===== config.mk =====
export PLATFORM = sky130hd
export DESIGN_NAME = uart_tx_arbiter
export DESIGN_NICKNAME = d
export VERILOG_FILES = /design/src/rtl/uart_tx_arbiter.sv
export SDC_FILE = /design/constraint.sdc
export NUM_CORES = 1
export LEC_CHECK = 0
export ABC_AREA = 1
export CORE_ASPECT_RATIO = 0.6
export CORE_MARGIN = 2
export CORE_UTILIZATION = 53
export DETAILED_ROUTE_END_ITERATION = 8
export GPL_TIMING_DRIVEN = 0
export PLACE_DENSITY = 0.91
export SYNTH_ARGS = -nofsm -noshare
export SYNTH_HDL_FRONTEND = slang
export SYNTH_SLANG_ARGS = --single-unit

===== constraint.sdc =====
create_clock -name clk -period 2.75 [get_ports clk]
set_input_delay 0.825 -clock clk [delete_from_list [all_inputs] [get_ports clk]]
set_output_delay 0.825 -clock clk [all_outputs]
set_load 0.01 [all_outputs]

===== src/rtl/uart_tx_arbiter.sv =====
// Round-robin arbiter that shares one UART transmitter between NUM_REQ byte producers.
// Accepts bytes over valid/ready, issues tx_start pulses, and bounds each grant to MAX_BURST bytes.
module uart_tx_arbiter #(
  parameter int NUM_REQ       = 4,
  parameter int MAX_BURST     = 8,
  parameter int START_TIMEOUT = 16,
  localparam int GW           = (NUM_REQ > 1) ? $clog2(NUM_REQ) : 1
) (
  input  logic                 clk,
  input  logic                 reset,
  input  logic [NUM_REQ-1:0]   req_valid,
  input  logic [8*NUM_REQ-1:0] req_data,
  input  logic [NUM_REQ-1:0]   req_last,
  output logic [NUM_REQ-1:0]   req_ready,
  output logic [7:0]           tx_data,
  output logic                 tx_start,
  input  logic                 tx_busy,
  output logic                 grant_valid,
  output logic [GW-1:0]        grant_id,
  output logic                 tx_err
);

  typedef enum logic [2:0] {
    S_IDLE,
    S_GRANT,
    S_START,
    S_WAIT_BUSY,
    S_WAIT_DONE
  } state_t;

  localparam logic [7:0]    BURST_CAP    = 8'(MAX_BURST);
  // tx_err lands exactly START_TIMEOUT cycles after the tx_start cycle.
  localparam logic [7:0]    TIMEOUT_LAST = 8'(START_TIMEOUT - 2);
  localparam logic [GW-1:0] LAST_REQ     = GW'(NUM_REQ - 1);

  state_t        state, state_d;
  logic [GW-1:0] grant_id_d, last_grant, last_grant_d, winner, cand;
  logic          grant_valid_d, last_flag, last_flag_d, tx_start_d, tx_err_d, found;
  logic [7:0]    burst_cnt, burst_cnt_d, timeout_cnt, timeout_cnt_d, tx_data_d;

  // Rotating scan starting just after the previous owner.
  always_comb begin
    winner = last_grant;
    cand   = last_grant;
    found  = 1'b0;
    for (int k = 0; k < NUM_REQ; k++) begin
      cand = (cand == LAST_REQ) ? '0 : cand + GW'(1);
      if (!found && req_valid[cand]) begin
        winner = cand;
        found  = 1'b1;
      end
    end
  end

  // NOTE: every signal gets a default before the case so no path leaves it unassigned (no latches).
  always_comb begin
    state_d       = state;
    grant_id_d    = grant_id;
    grant_valid_d = grant_valid;
    last_grant_d  = last_grant;
    burst_cnt_d   = burst_cnt;
    last_flag_d   = last_flag;
    timeout_cnt_d = timeout_cnt;
    tx_data_d     = tx_data;
    tx_start_d    = 1'b0;
    tx_err_d      = 1'b0;

    case (state)
      S_IDLE: begin
        if (|req_valid) begin
          grant_id_d    = winner;
          grant_valid_d = 1'b1;
          burst_cnt_d   = '0;
          state_d       = S_GRANT;
        end
      end
      S_GRANT: begin
        if (req_valid[grant_id]) begin
          tx_data_d   = req_data[{grant_id, 3'b000} +: 8];
          last_flag_d = req_last[grant_id];
          burst_cnt_d = burst_cnt + 8'd1;
          tx_start_d  = 1'b1;
          state_d     = S_START;
        end else begin
          last_grant_d  = grant_id;
          grant_valid_d = 1'b0;
          state_d       = S_IDLE;
        end
      end
      S_START: begin
        timeout_cnt_d = '0;
        state_d       = S_WAIT_BUSY;
      end
      S_WAIT_BUSY: begin
        if (tx_busy) begin
          state_d = S_WAIT_DONE;
        end else if (timeout_cnt == TIMEOUT_LAST) begin
          // The byte is dropped; the grant moves on rather than retrying.
          tx_err_d      = 1'b1;
          last_grant_d  = grant_id;
          grant_valid_d = 1'b0;
          state_d       = S_IDLE;
        end else begin
          timeout_cnt_d = timeout_cnt + 8'd1;
        end
      end
      S_WAIT_DONE: begin
        if (!tx_busy) begin
          if (!last_flag && (burst_cnt < BURST_CAP)) begin
            state_d = S_GRANT;
          end else begin
            last_grant_d  = grant_id;
            grant_valid_d = 1'b0;
            state_d       = S_IDLE;
          end
        end
      end
      default: state_d = S_IDLE;
    endcase
  end

  // NOTE: every state bit has a reset value, so a mid-frame reset leaves nothing stale.
  always_ff @(posedge clk or negedge reset) begin
    if (!reset) begin
      state       <= S_IDLE;
      grant_id    <= '0;
      grant_valid <= 1'b0;
      last_grant  <= LAST_REQ;
      burst_cnt   <= '0;
      last_flag   <= 1'b0;
      timeout_cnt <= '0;
      tx_data     <= 8'h00;
      tx_start    <= 1'b0;
      tx_err      <= 1'b0;
    end else begin
      // NOTE: non-blocking assignments so every register updates from pre-edge values.
      state       <= state_d;
      grant_id    <= grant_id_d;
      grant_valid <= grant_valid_d;
      last_grant  <= last_grant_d;
      burst_cnt   <= burst_cnt_d;
      last_flag   <= last_flag_d;
      timeout_cnt <= timeout_cnt_d;
      tx_data     <= tx_data_d;
      tx_start    <= tx_start_d;
      tx_err      <= tx_err_d;
    end
  end

  always_comb begin
    req_ready = '0;
    if (state == S_GRANT) req_ready[grant_id] = 1'b1;
  end

endmodule


Yosys cells after proc, flatten, opt, wreduce, memory -nomap -nowiden:

Cells that the tools add are included.

* bits in registers: 35
* input bits: 43
* output and inout port bits: 17
* logic and storage cells: 121

* $add $sub $neg: 6
* order comparisons: 7
* equality and inequality tests: 18
* shift operators: 1
* muxes and demuxes: 57
* reductions and logical operators: 22

Operators with widths (count)
* 8-bit two-way mux: 4
* 8-bit one-hot mux with 2 select lines: 2
* 32-bit by 6-bit indexed part select with 8-bit output: 1
* 2-bit two-way mux: 14
* 1-bit two-way mux: 22
* 8-bit by 1-bit adder with 8-bit output, second input constant: 2
* 2-bit != test, second input constant: 8
* 2-bit by 3-bit < comparator with 1-bit output, second input constant: 5
* 3-bit one-hot mux with 5 select lines: 1
* 1-bit binary-select mux with 2-bit select: 6
* 3-bit two-way mux: 4
* 3-bit AND reduction: 3
* 2-bit by 1-bit adder with 2-bit output, second input constant: 4
* 2-bit equality test, second input constant: 4
* 8-bit by 4-bit equality test with 1-bit output, second input constant: 1
* 8-bit by 4-bit < comparator with 1-bit output, second input constant: 1
* 7-bit AND reduction: 1
* 3-bit by 2-bit equality test with 1-bit output, second input constant: 2
* 2-bit one-hot mux with 3 select lines: 1
* 6-bit AND reduction: 1
* 1-bit logical AND: 5
* 1-bit zero test: 4
* 4-bit two-way mux: 1
* 1-bit one-hot mux with 4 select lines: 1
* 11 further kinds: 13

Depth between registers and ports, before layout:

* word-level depth: 14
* depth in mapped cells: 12
* depth with buffers taken out: 12

Worst setup path after synthesis:

Ideal clock, no wire load.

* path type: register to output
* start: reg state[2]
* end: out req_ready[0]
* data arrival time: 1.261 ns
* data required time: 1.925 ns
* path slack: 0.664 ns
* cell stages (with the launch flop): 6
* path buffers: 0
* path through: dfrtp_1 -> inv_2 -> nand2_2 -> nor2_1 -> inv_1 -> nor3_1

* longest elaborated chain between the ends: 2

RTL lines
* start, declared: RTL line 36 `state_t state, state_d;`
* start signal, assigned: RTL line 137 `state <= state_d;`
* 3-bit by 1-bit equality test with 1-bit output: RTL line 152 `if (state == S_GRANT) req_ready[grant_id] = 1'b1;`
* 4-bit two-way mux: RTL line 152
* end, declared: RTL line 14 `output logic [NUM_REQ-1:0] req_ready,`

No other way between the ends.

Final worst setup path:

* start: reg state[2]
* end: out req_ready[3]

The elaborated chain is that of the path after synthesis.

==> flow_metrics.py <==
metrics = {
    "yosys": {
        "synth_warnings": 0,
        "seq_area_frac_synth_pct": 38.7,
        "synth_top_area_cell": "dfrtp_1",
        "synth.most_common_cell": "nand2_1",
        "synthSimpleGateAreaFrac_pct": 41.5,
        "synth_area_sq_um": 2270,
        "synth_compound_area_share_pct": 7.71,
        "yosys_most_used_dff": "dfrtp_1",
        "synthTopCellsByArea": "dfrtp_1 36%, nand2_1 16%, nand3_1 11%, inv_1 4.5%, nand4_1 4.4%",
        "synth_cell_type_count": 29,
        "synth_top_family_by_area": "simple AND/OR/NAND/NOR gates",
        "synthXorXnorAreaFrac_pct": 2.31,
        "synth_edf_count": 0,
        "netlist_instances": 326,
        "synthAdderAreaFrac_pct": 2.20,
        "ys_seq_elements": 35,
        "synth.area.mux_share_pct": 0,
        "async_flop_share_pct": 100,
        "synthTopCellsByCount": "97 x nand2_1, 51 x nand3_1, 33 x dfrtp_1, 27 x inv_1, 26 x nor2_1",
        "yosys.area.top_type_share_pct": 36.3,
        "syn_avg_cell_area_sq_um": 6.97,
        "synth_fp_nets": 373,
    },
    "floorplan": {
        "dieWidth_microns": 88.5,
        "core_sq_um": 4120,
        "initial_core_util_pct": 55.1,
        "top_level_ports": 60,
        "chipHeight_microns": 54.7,
        "fp.dieArea_sq_um": 4840,
        "rows": 18,
    },
    "worst_setup_path": {
        "cp_max_fo": 7,
        "critPathKind": "reg -> out",
        "crit_family": "buffers and inverters",
        "max_stage_delay_ps": 550,
        "crit_path_frequent_cell": "inv_2",
        "cp-start-kind": "register",
        "crit_buf_inv": 3,
        "crit_chain": "inv_2 > nand2_2 > nor2_4 > inv_2 > nor2_1 > clkdlybuf4s50_1",
        "cp_data_required_time_ps": 1930,
        "cp.arrival_ps": 1840,
        "crit_slowest_cell": "clkdlybuf4s50_1",
        "worstSetupEndpointType": "primary output",
    },
    "timing": {
        "tightest_slew_ps": 752,
        "period_needed_ps": 2660,
        "rsz0062_at_grt": "false",
        "fin_skew_ps": 9.02,
        "slew_viol_final": 0,
        "hold_viol_final": 0,
        "hold_ws_ps": 489,
        "setup_viol": 0,
        "fmax_mhz": 376,
        "slew_headroom_pct": 49.9,
        "period_share_pct": 96.8,
    },
    "detailed_routing": {
        "wl_microns": 6230,
        "ant_nets": 0,
        "drc": 0,
        "vias": 2512,
        "drt_iter0_drc": 175,
        "drt-vias-per-instance": 5.55,
        "wl_per_cell_microns": 13.7,
        "first_pass_iters": 5,
    },
    "power": {
        "p_leak_nw": 1.45,
        "clkPwrFrac_pct": 12.6,
        "p_seq_share_pct": 27.6,
        "power_density_nw_per_um2": 986,
        "switchingPower_mw": 1.43,
        "power_frac_comb_pct": 59.8,
        "swShare_pct": 47.7,
        "internal-power_mw": 1.57,
        "ir_worst_vdd_v": 0.000463,
        "p_total_mw": 2.99,
    },
    "cts": {
        "cts_tree": "built",
        "cts-hold-fix-buffers": 0,
        "clkTransAtPathRegs_ps": 70,
        "clk_latency_ps": 290,
        "numCtsBuffers": 5,
        "cts-root-buf": "clkbuf_8",
        "htree_levels": 2,
        "clk_path_buf_depth": 2,
        "cts.sinks": 35,
    },
    "global_routing": {
        "grt_pass1_wl_microns": 9850,
        "antenna_found_initial": 0,
        "grt_use_total_pct": 27.1,
        "grt_pass1_vias": 2248,
        "grt_max_degree": 36,
        "grt_overflow_total": 0,
    },
    "place": {
        "place_congestion": 0.888,
        "io_buffers": 59,
        "dp.final_hpwl_microns": 4680,
        "dpl_cell_area_sq_um": 2930,
    },
    "layout": {
        "n_antenna_cell": 0,
        "area_growth_pct": 33.7,
        "final_layout_size_suffix_gt1_share_pct": 8.65,
        "post-route-util_pct": 73.7,
        "fin_nets": 440,
        "design_area_sq_um": 3040,
    },
    "worst_hold_path": {
        "hold_class": "reg -> reg",
    },
    "run_status": {
        "status": "finished, final reports clean",
    },
    "run": {
        "maxCapViolations": 0,
    },
}
worst reg2reg max path, cell delays in order, from the launching register on:
cell     delay (ps)
dfstp_2         600
ha_1            300
inv_1           160
nand2_1         100
nand3_1         140
nand3_1          90
nand2_1          80
inv_1            40
nand2_1          40
nand3_1          70
nand2_1          90
nand2_1          50
kinds of logic (layout without fill, tap and decap cells):
| kind of cell | count (synthesis) | count (layout) |
|---|---|---|
| xor+xnor | 6 | 6 |
| buf+inv | 41 | 108 |
| compound gates | 32 | 32 |
| simple gates | 208 | 208 |
| flops | 35 | 35 |
| fa+ha+maj | 4 | 4 |
metrics by stage:
| stage | setup WS [ps] | cells | TNS (ps) |
|---|---|---|---|
| 6_report | 89.1 | 453 | 0 |
| 5_1_grt | 6.81 | 453 | 0 |
| 4_1_cts | 37.8 | 453 | 0 |
| 3_5_place_dp | -61.0 | 445 | -102 |
| 3_3_place_gp | 8.84 | 445 | 0 |
| 2_1_floorplan | 664 | 326 | 0 |
cell usage in the layout, fill, tap and decap left out, drive strengths merged:
cell type / instances
o31ai: 2
a22o: 1
nor4: 1
clkinv: 1
a21oi: 13
dfstp: 2
dlygate4sd2: 1
xnor2: 2
nand3b: 1
ha: 4
clkdlybuf4s50: 56
xor2: 4
nand4: 16
o21ai: 15
nand2: 102
dlymetal6s2s: 1
nand3: 51
nor2: 30
dfrtp: 33
buf: 6
o211ai: 1
inv: 33
nor3: 7
clkbuf: 10
final timing paths:
path,startpoint,to,slack (ps),cells after the start
setup / recovery,state[2]$_DFFE_PN0P_,req_ready[3],90,6
hold / removal,tx_data[2]$_DFFE_PN0P_,tx_data[2]$_DFFE_PN0P_,490,2
setup reg to reg,last_grant[0]$_DFFE_PN1P_,grant_id[0]$_DFFE_PN0P_,870,11
hold reg to reg,tx_data[2]$_DFFE_PN0P_,tx_data[2]$_DFFE_PN0P_,490,2
max in group asynchronous,reset,state[2]$_DFFE_PN0P_,1640,1
min in group asynchronous,reset,timeout_cnt[6]$_DFFE_PN0P_,590,1
cell type report:
cell class	count	area [sq um]
Tap cell	60	75.1
Sequential cell	35	880
Multi-Input combinational cell	250	1230
Inverter	33	124
Timing Repair Buffer	60	594
Buffer	8	50.0
Fill cell	314	1080
Clock buffer	6	82.6
Clock inverter	1	5.00
flip-flops by register name, indices dropped and copies added (netlist names):
signal / count
burst_cnt: 8
timeout_cnt: 8
tx_data: 8
state: 3
grant_id: 2
last_grant: 2
grant_valid: 1
last_flag: 1
tx_err: 1
tx_start: 1
per-layer routing:
metal	global-route usage [%]	routed length (microns)	vias up
li1	-	-	1212
met1	34.9	2800	1161
met2	45.6	2820	131
met3	7.54	537	8
met4	7.83	76	0
met5	0	0	-
power by group through the flow:
stage	clock (mW)	sequential [mW]	combinational, mW
after CTS	0.379	0.819	1.77
after global placement	0	0.820	1.66
after floorplan	0	0.835	1.13
after detailed placement	0	0.821	1.74
final	0.377	0.828	1.79
after global routing	0.398	0.842	1.98
timing repair:
item                       CTS  global route
hold endpoints to repair     0             0
buffers inserted             1             0
pin swaps                    1             0
resized for setup            4             2
setup endpoints to repair    4             2
No activity file was read; power rests on OpenSTA's default activity.
